**config.mk**
```make
export PLATFORM = sky130hd
export DESIGN_NAME = sseg_scan_ctrl
export DESIGN_NICKNAME = d
export VERILOG_FILES = /design/src/rtl/sseg_scan_ctrl.sv
export SDC_FILE = /design/constraint.sdc
export NUM_CORES = 1
export LEC_CHECK = 0
export CORE_MARGIN = 2
export CORE_UTILIZATION = 25
export CTS_CLUSTER_SIZE = 16
export DETAILED_ROUTE_END_ITERATION = 10
export SYNTH_ARGS = -nofsm -noshare
export SYNTH_HDL_FRONTEND = slang
export SYNTH_SLANG_ARGS = --single-unit
```
**constraint.sdc**
```tcl
create_clock -name CLK -period 3.5 [get_ports CLK]
set_clock_uncertainty 0.05 [all_clocks]
set_input_delay 1.05 -clock CLK [delete_from_list [all_inputs] [get_ports CLK]]
set_output_delay 1.05 -clock CLK [all_outputs]
set_load 0.02 [all_outputs]
```
**src/rtl/sseg_scan_ctrl.sv**
```systemverilog
// Timed digit-scan scheduler for a multiplexed 7-segment display.
// Optional SSEG_DIM_EN adds a DUTY input for per-digit PWM dimming.
module sseg_scan_ctrl #(
  parameter int DIGITS    = 2,
  parameter int SCAN_DIV  = 1000,
  parameter int BLANK_CYC = 16,
  parameter int CNT_W     = 16
) (
  input  logic                       CLK,
  input  logic                       nRST,
  input  logic                       EN,
  input  logic [7*DIGITS-1:0]        SEG_IN,
  input  logic                       LOAD,
`ifdef SSEG_DIM_EN
  input  logic [3:0]                 DUTY,
`endif
  output logic                       PEND,
  output logic [6:0]                 SSEG_Data,
  output logic [DIGITS-1:0]          Anode,
  output logic [$clog2(DIGITS)-1:0]  DIG_IDX,
  output logic                       FRAME
);

  localparam int IDX_W = $clog2(DIGITS);
  localparam int SEG_W = 7 * DIGITS;
  localparam logic [CNT_W-1:0] BLANK_LAST =
    CNT_W'(BLANK_CYC - 1);
  localparam logic [CNT_W-1:0] ON_LAST =
    CNT_W'(SCAN_DIV - BLANK_CYC - 1);
  localparam logic [IDX_W-1:0] IDX_LAST =
    IDX_W'(DIGITS - 1);

  typedef enum logic [1:0] {
    IDLE  = 2'd0,
    BLANK = 2'd1,
    ON    = 2'd2
  } state_t;

  state_t            state_q, state_d;
  logic [CNT_W-1:0]  cnt_q, cnt_d;
  logic [IDX_W-1:0]  idx_q, idx_d;
  logic              frame_start;
  logic [SEG_W-1:0]  act_q, pnd_q;
  logic [6:0]        act_dig [DIGITS];
  logic [6:0]        seg_d;
  logic [DIGITS-1:0] anode_d;

  for (genvar k = 0; k < DIGITS; k++) begin : g_dig
    assign act_dig[k] = act_q[7*k +: 7];
  end

  assign DIG_IDX = idx_q;

  // State, slot counter and digit index registers
  always_ff @(posedge CLK or negedge nRST) begin
    if (!nRST) begin
      state_q <= IDLE;
      cnt_q   <= '0;
      idx_q   <= '0;
    end else begin
      state_q <= state_d;
      cnt_q   <= cnt_d;
      idx_q   <= idx_d;
    end
  end

  // Next-state: blank dead-time, then on-time, digit by digit
  always_comb begin
    state_d     = state_q;
    cnt_d       = cnt_q;
    idx_d       = idx_q;
    frame_start = 1'b0;
    if (!EN) begin
      state_d = IDLE;
      cnt_d   = '0;
      idx_d   = '0;
    end else begin
      unique case (state_q)
        IDLE: begin
          state_d     = BLANK;
          cnt_d       = '0;
          idx_d       = '0;
          frame_start = 1'b1;
        end
        BLANK: begin
          if (cnt_q == BLANK_LAST) begin
            state_d = ON;
            cnt_d   = '0;
          end else begin
            cnt_d = cnt_q + CNT_W'(1);
          end
        end
        ON: begin
          if (cnt_q == ON_LAST) begin
            state_d = BLANK;
            cnt_d   = '0;
            if (idx_q == IDX_LAST) begin
              idx_d       = '0;
              frame_start = 1'b1;
            end else begin
              idx_d = idx_q + IDX_W'(1);
            end
          end else begin
            cnt_d = cnt_q + CNT_W'(1);
          end
        end
        default: begin
          state_d = IDLE;
          cnt_d   = '0;
          idx_d   = '0;
        end
      endcase
    end
  end

`ifdef SSEG_DIM_EN
  logic [3:0] dcnt_q, dcnt_d;

  // PWM phase restarts on every entry to ON
  always_comb begin
    dcnt_d = dcnt_q + 4'd1;
    if (state_d == ON && state_q != ON) begin
      dcnt_d = 4'd0;
    end
  end

  // PWM phase register
  always_ff @(posedge CLK or negedge nRST) begin
    if (!nRST) begin
      dcnt_q <= 4'd0;
    end else begin
      dcnt_q <= dcnt_d;
    end
  end
`endif

  // Output decode from the state being entered
  always_comb begin
    seg_d   = '0;
    anode_d = '0;
    if (state_d == ON) begin
      seg_d = act_dig[idx_d];
`ifdef SSEG_DIM_EN
      if (DUTY == 4'hF || dcnt_d < DUTY) begin
        anode_d = DIGITS'(1) << idx_d;
      end
`else
      anode_d = DIGITS'(1) << idx_d;
`endif
    end
  end

  // Registered drive lines and frame pulse
  always_ff @(posedge CLK or negedge nRST) begin
    if (!nRST) begin
      SSEG_Data <= '0;
      Anode     <= '0;
      FRAME     <= 1'b0;
    end else begin
      SSEG_Data <= seg_d;
      Anode     <= anode_d;
      FRAME     <= frame_start;
    end
  end

  // Double buffer: new data reaches the display only at a frame start
  always_ff @(posedge CLK or negedge nRST) begin
    if (!nRST) begin
      act_q <= '0;
      pnd_q <= '0;
      PEND  <= 1'b0;
    end else begin
      if (LOAD) begin
        pnd_q <= SEG_IN;
      end
      if (frame_start) begin
        if (LOAD) begin
          act_q <= SEG_IN;
        end else if (PEND) begin
          act_q <= pnd_q;
        end
        PEND <= 1'b0;
      end else if (LOAD) begin
        PEND <= 1'b1;
      end
    end
  end

endmodule

```
Yosys cells after proc, flatten, opt, wreduce, memory -nomap -nowiden
Index checks and enable logic that the tools add are counted.
{"block": "totals", "elab_cells": 48, "ff_bits": 58, "out_inout_bits": 12}
{"block": "op_classes", "muxes": 25, "n_eq_ne": 5, "shifts": 1, "order_cmp": 1, "reduce_logical": 4, "n_addsub": 2, "bitwise": 1}
{"operator": "16-bit two-way mux", "count": 3}
{"operator": "16-bit case mux with 2 select lines", "count": 1}
{"operator": "14-bit two-way mux", "count": 2}
{"operator": "7-bit two-way mux", "count": 4}
{"operator": "16-bit by 1-bit adder with 16-bit output (second input constant)", "count": 1}
{"operator": "16-bit by 10-bit equality test with 1-bit output (second input constant)", "count": 1}
{"operator": "16-bit by 4-bit equality test with 1-bit output (second input constant)", "count": 1}
{"operator": "1-bit two-way mux", "count": 8}
{"operator": "2-bit two-way mux", "count": 4}
{"operator": "2-bit case mux with 3 select lines", "count": 1}
{"operator": "2-bit equality test (second input constant)", "count": 2}
{"operator": "1-bit case mux with 2 select lines", "count": 2}
{"operator": "2-bit nonzero test", "count": 2}
{"operator": "2-bit by 1-bit equality test with 1-bit output (second input constant)", "count": 1}
{"operator": "2-bit >= comparator (second input constant)", "count": 1}
{"operator": "2-bit zero test", "count": 1}
{"operator": "1-bit NOT with 2-bit output", "count": 1}
{"operator": "2-bit AND reduction", "count": 1}
{"operator": "1-bit by 1-bit << shifter with 2-bit output (first input constant)", "count": 1}
{"operator": "1-bit adder (second input constant)", "count": 1}

Logic depth before layout (Yosys ltp)
{"block": "logic_depth", "ltp_word": 10, "mapped_depth": 10, "ltp_nobuf": 8}

Least setup slack after synthesis
Ideal clock, no wire load.
{"block": "synth_path", "path_type": "flip-flop to flip-flop", "startpoint": "register cnt_q[10]", "endpoint": "register act_q[10]", "arrival_time_ps": 2804, "stages_incl_launch_ff": 10, "required_time_ps": 3325, "n_path_buf": 2, "path_slack_ps": 521, "cell_sequence": "dfrtp_1 -> or4_4 -> nor4_1 -> ha_1 -> a21oi_1 -> nor2b_1 -> nor2b_1 -> clkbuf_1 -> clkbuf_1 -> mux2_2"}
{"block": "synth_between", "elab_chain_cells": 5}
{"item": "from (decl)", "line_no": "40", "text": "logic [CNT_W-1:0] cnt_q, cnt_d;"}
{"item": "from (signal assigned)", "line_no": "62", "text": "cnt_q <= cnt_d;"}
{"item": "16-bit by 10-bit equality test with 1-bit output", "line_no": "94", "text": "if (cnt_q == ON_LAST) begin"}
{"item": "1-bit two-way mux", "line_no": "94"}
{"item": "1-bit case mux with 2 select lines", "line_no": "78", "text": "unique case (state_q)"}
{"item": "1-bit two-way mux", "line_no": "73", "text": "if (!EN) begin"}
{"item": "via frame_start", "line_no": "42", "text": "logic frame_start;"}
{"item": "2-bit AND reduction (no source line)"}
{"item": "to (signal assigned)", "line_no": "180", "text": "act_q <= pnd_q;"}
{"item": "to (decl)", "line_no": "43", "text": "logic [SEG_W-1:0] act_q, pnd_q;"}
The timed path passes the listed nets, and every way through them passes these cells.
A chain may end at the register's enable or synchronous reset.

Worst setup path in the final report
{"block": "layout_path", "startpoint": "register cnt_q[10]", "endpoint": "register SSEG_Data[6]"}
{"block": "layout_between", "elab_chain_cells": 9}
{"item": "16-bit by 10-bit equality test with 1-bit output", "line_no": "94"}
{"item": "1-bit two-way mux", "line_no": "94"}
{"item": "1-bit case mux with 2 select lines", "line_no": "78"}
{"item": "1-bit two-way mux", "line_no": "73"}
{"item": "via idx_d", "line_no": "41", "text": "logic [IDX_W-1:0] idx_q, idx_d;"}
{"item": "1-bit NOT with 2-bit output (implied by the code)", "line_no": "142", "text": "seg_d = act_dig[idx_d];"}
{"item": "7-bit two-way mux (implied by the code) (3 in series)", "line_no": "142"}
{"item": "7-bit two-way mux", "line_no": "141", "text": "if (state_d == ON) begin"}
{"item": "via seg_d[6]", "line_no": "45", "text": "logic [6:0] seg_d;"}
{"item": "to (signal assigned)", "line_no": "160", "text": "SSEG_Data <= seg_d;"}
{"item": "to (decl)", "line_no": "18", "text": "output logic [6:0] SSEG_Data,"}
The timed path passes the listed nets, and every way through them passes these cells. The select of a mux whose other input is x is not followed.

==> results_dict.tcl <==
set metrics [dict create \
    status "complete, no violations" \
    ant_nets 0 \
    vias_per_cell 4.27 \
    placed_cell_area_mm2 0.00300 \
    peakVddDrop_mv 0.179 \
    drtPass1Iterations 4 \
    cp-startpoint "cnt_q[10]" \
    antenna_found_initial 0 \
    die_h_um 105 \
    grt_pass1_wl_mm 8.63 \
    cap_viol_max_count 0 \
    ys_warn_count 0 \
    wl_met3_um 255 \
    end_kind "register" \
    antenna_cells 0 \
    critPathMaxFanout 9 \
    slew_viol_final 0 \
    wl_per_cell_um 12.6 \
    drive_gt1_share_pct 23.8 \
    track_usage_pct 9.89 \
    synth.distinct_cells 34 \
    r2r_cells 7 \
    die_width_um 105 \
    cts_root_buf "clkbuf_8" \
    crit_arrival_ns 3.16 \
    rows 36 \
    fin_nets 263 \
    finalSetupViolations 0 \
    rrSetupSlack_ns 0.49 \
    n_fill_cell 996 \
    startpoint_type "register" \
    min_period_ns 3.01 \
    synthAdderAreaFrac_pct 2.96 \
    cts-htree-levels 3 \
    synthesis.nets 224 \
    clk_pin_slew_ns 0.06 \
    seq_area_frac_synth_pct 57.2 \
    areaGrowthSynthToFinish_pct 28.6 \
    synth_top_family_by_area "simple AND/OR/NAND/NOR gates" \
    synth_xor_area_share_pct 4.83 \
    cts.sinks 58 \
    final_util_pct 33.2 \
    rsz0062_at_grt "no" \
    worstSkewPairLatency_ns 0.34 \
    cts_made_buffers 9 \
    ctsLongestPathBuffers 2 \
    hold_path_depth 1 \
    gp_congestion 0.802 \
    io-pin-count 30 \
    critical_path_required_ns 3.65 \
    synth_mux_area_share_pct 15.2 \
    leakagePower_nw 1.33 \
    syn_area_mm2 0.00254 \
    cts_resized 0 \
    die_area_mm2 0.0110 \
    cts_hold_buf 0 \
    hold_violations 0 \
    synth-compound-area-share_pct 1.87 \
    tns_ns 0 \
    r2r-start "cnt_q[10]" \
    fmax_mhz 332 \
    min_from "cnt_q[0]" \
    syn_inst 200 \
    synth-seq-cells 58 \
    wirelength_mm 4.76 \
    grt-ovfl-total 0 \
    post_cts_buffers 0 \
    syn_avg_cell_area_um2 12.7 \
    yosys.area_share.simple_pct 16.3 \
    drc 0 \
    min_period_over_period_pct 86.0 \
    top_layer_used "met4" \
    num_vias 1609 \
    dp.final_hpwl_mm 3.37 \
    critical_path_class "register to register" \
    grt_max_degree 26 \
    tightest_slew_ns 0.927 \
    core_mm2 0.00982 \
    start_util_pct 25.8 \
    grt_pass1_vias 1762 \
    wl_met2_mm 2.20 \
    mostFrequentLayoutCell "dfrtp_1" \
    holdWs_ns 0.406 \
    final_area_mm2 0.00326 \
    drtIter0Drc 51 \
    power.density_mw_per_mm2 529 \
    io_buffers 29 \
    relSlewSlack_pct 38.0 \
    cts_tree "yes" \
    routedLengthMet1_mm 2.20 \
    hold_path_class "register to register" \
    layout_common_cells "58 x dfrtp_1, 28 x mux2_2, 28 x clkdlybuf4s50_1, 22 x nor2_1, 11 x nand2_1" \
]
## layer usage
| layer | up-vias | global-route usage [%] |
|---|---|---|
| li1 | 772 | - |
| met1 | 800 | 12.6 |
| met2 | 27 | 15.1 |
| met3 | 10 | 3.18 |
| met4 | 0 | 4.86 |
| met5 | - | 0 |
## sequential cells by signal, indices dropped and copies added (netlist names)
name       count
Anode          2
DIG_IDX        1
FRAME          1
PEND           1
SSEG_Data      7
act_q         14
cnt_q         16
pnd_q         14
state_q        2
## area by class of cell
class / instances / area [µm²] / share of cell area (%)
Sequential cell: 58 / 1450 / 44.5
Tap cell: 133 / 166 / 5.10
Multi-Input combinational cell: 132 / 1040 / 32.0
Inverter: 5 / 18.8 / 0.575
Timing Repair Buffer: 33 / 315 / 9.67
Clock inverter: 5 / 125 / 3.84
Clock buffer: 11 / 141 / 4.33
## synthesized netlist by cell type
| cell type | n | area, µm² |
|---|---|---|
| dfrtp_1 | 58 | 1450 |
| mux2_2 | 28 | 315 |
| nor2_1 | 22 | 82.6 |
| nand2_1 | 11 | 41.3 |
| nor3_1 | 10 | 50.1 |
| xor2_1 | 9 | 78.8 |
| mux2i_1 | 7 | 70.1 |
| ha_1 | 6 | 75.1 |
| inv_1 | 5 | 18.8 |
| xnor2_1 | 5 | 43.8 |
| clkbuf_1 | 4 | 15.0 |
| nand4_1 | 4 | 25.0 |
| and2_1 | 3 | 18.8 |
| nor2b_1 | 3 | 18.8 |
| a21oi_1 | 2 | 10.0 |
| nand3_1 | 2 | 10.0 |
| nand3_2 | 2 | 20.0 |
| nor4_1 | 2 | 12.5 |
| or4_4 | 2 | 22.5 |
| a22oi_1 | 1 | 7.51 |
| a31oi_4 | 1 | 21.3 |
| and2_2 | 1 | 7.51 |
| and3_1 | 1 | 6.26 |
| and3_2 | 1 | 7.51 |
| and4_1 | 1 | 8.76 |
| buf_4 | 1 | 7.51 |
| nand3b_4 | 1 | 20.0 |
| nand4b_1 | 1 | 8.76 |
| nand4bb_2 | 1 | 16.3 |
| nor4_2 | 1 | 12.5 |
| o2bb2ai_1 | 1 | 8.76 |
| or3_1 | 1 | 6.26 |
| or4_1 | 1 | 7.51 |
| or4b_1 | 1 | 10.0 |
## where the power goes
part	internal [mW]	leakage [nW]	switching, mW	total, mW
clock	0.564	0.134	0.258	0.822
sequential	0.731	0.742	0.0260	0.757
combinational	0.0852	0.453	0.0631	0.148
## worst paths after layout
path	to
setup / recovery	SSEG_Data[6]
hold / removal	cnt_q[0]
setup reg to reg	SSEG_Data[6]
hold reg to reg	cnt_q[0]
max in group asynchronous	pnd_q[11]
min in group asynchronous	act_q[0]
## worst max-delay path, cell delays in order (launching register included)
cell,delay [ns]
dfrtp_1,0.42
or4_4,0.54
nor4_1,0.50
ha_1,0.21
a22oi_1,0.11
nor2_1,0.72
mux2i_1,0.26
nor3_1,0.07
## through the flow
| stage | power (mW) | std cells | worst slack, ns |
|---|---|---|---|
| 4_1_cts | 1.75 | 377 | 0.453 |
| 3_5_place_dp | 0.922 | 361 | 0.494 |
| 5_1_grt | 1.81 | 377 | 0.212 |
| 3_3_place_gp | 0.918 | 361 | 0.550 |
| 6_report | 1.73 | 377 | 0.490 |
| 2_1_floorplan | 0.860 | 200 | 0.521 |
## cells by family (layout without fill, tap and decap cells)
family	Yosys count	count (layout)
AND/OR/NAND/NOR	72	72
flip-flops	58	58
adder cells (fa/ha/maj)	6	6
AO/OA/AOI/OAI	5	5
buffers and inverters	10	54
XOR/XNOR	14	14
multiplexers	35	35
Power figures use the tool's default switching activity.
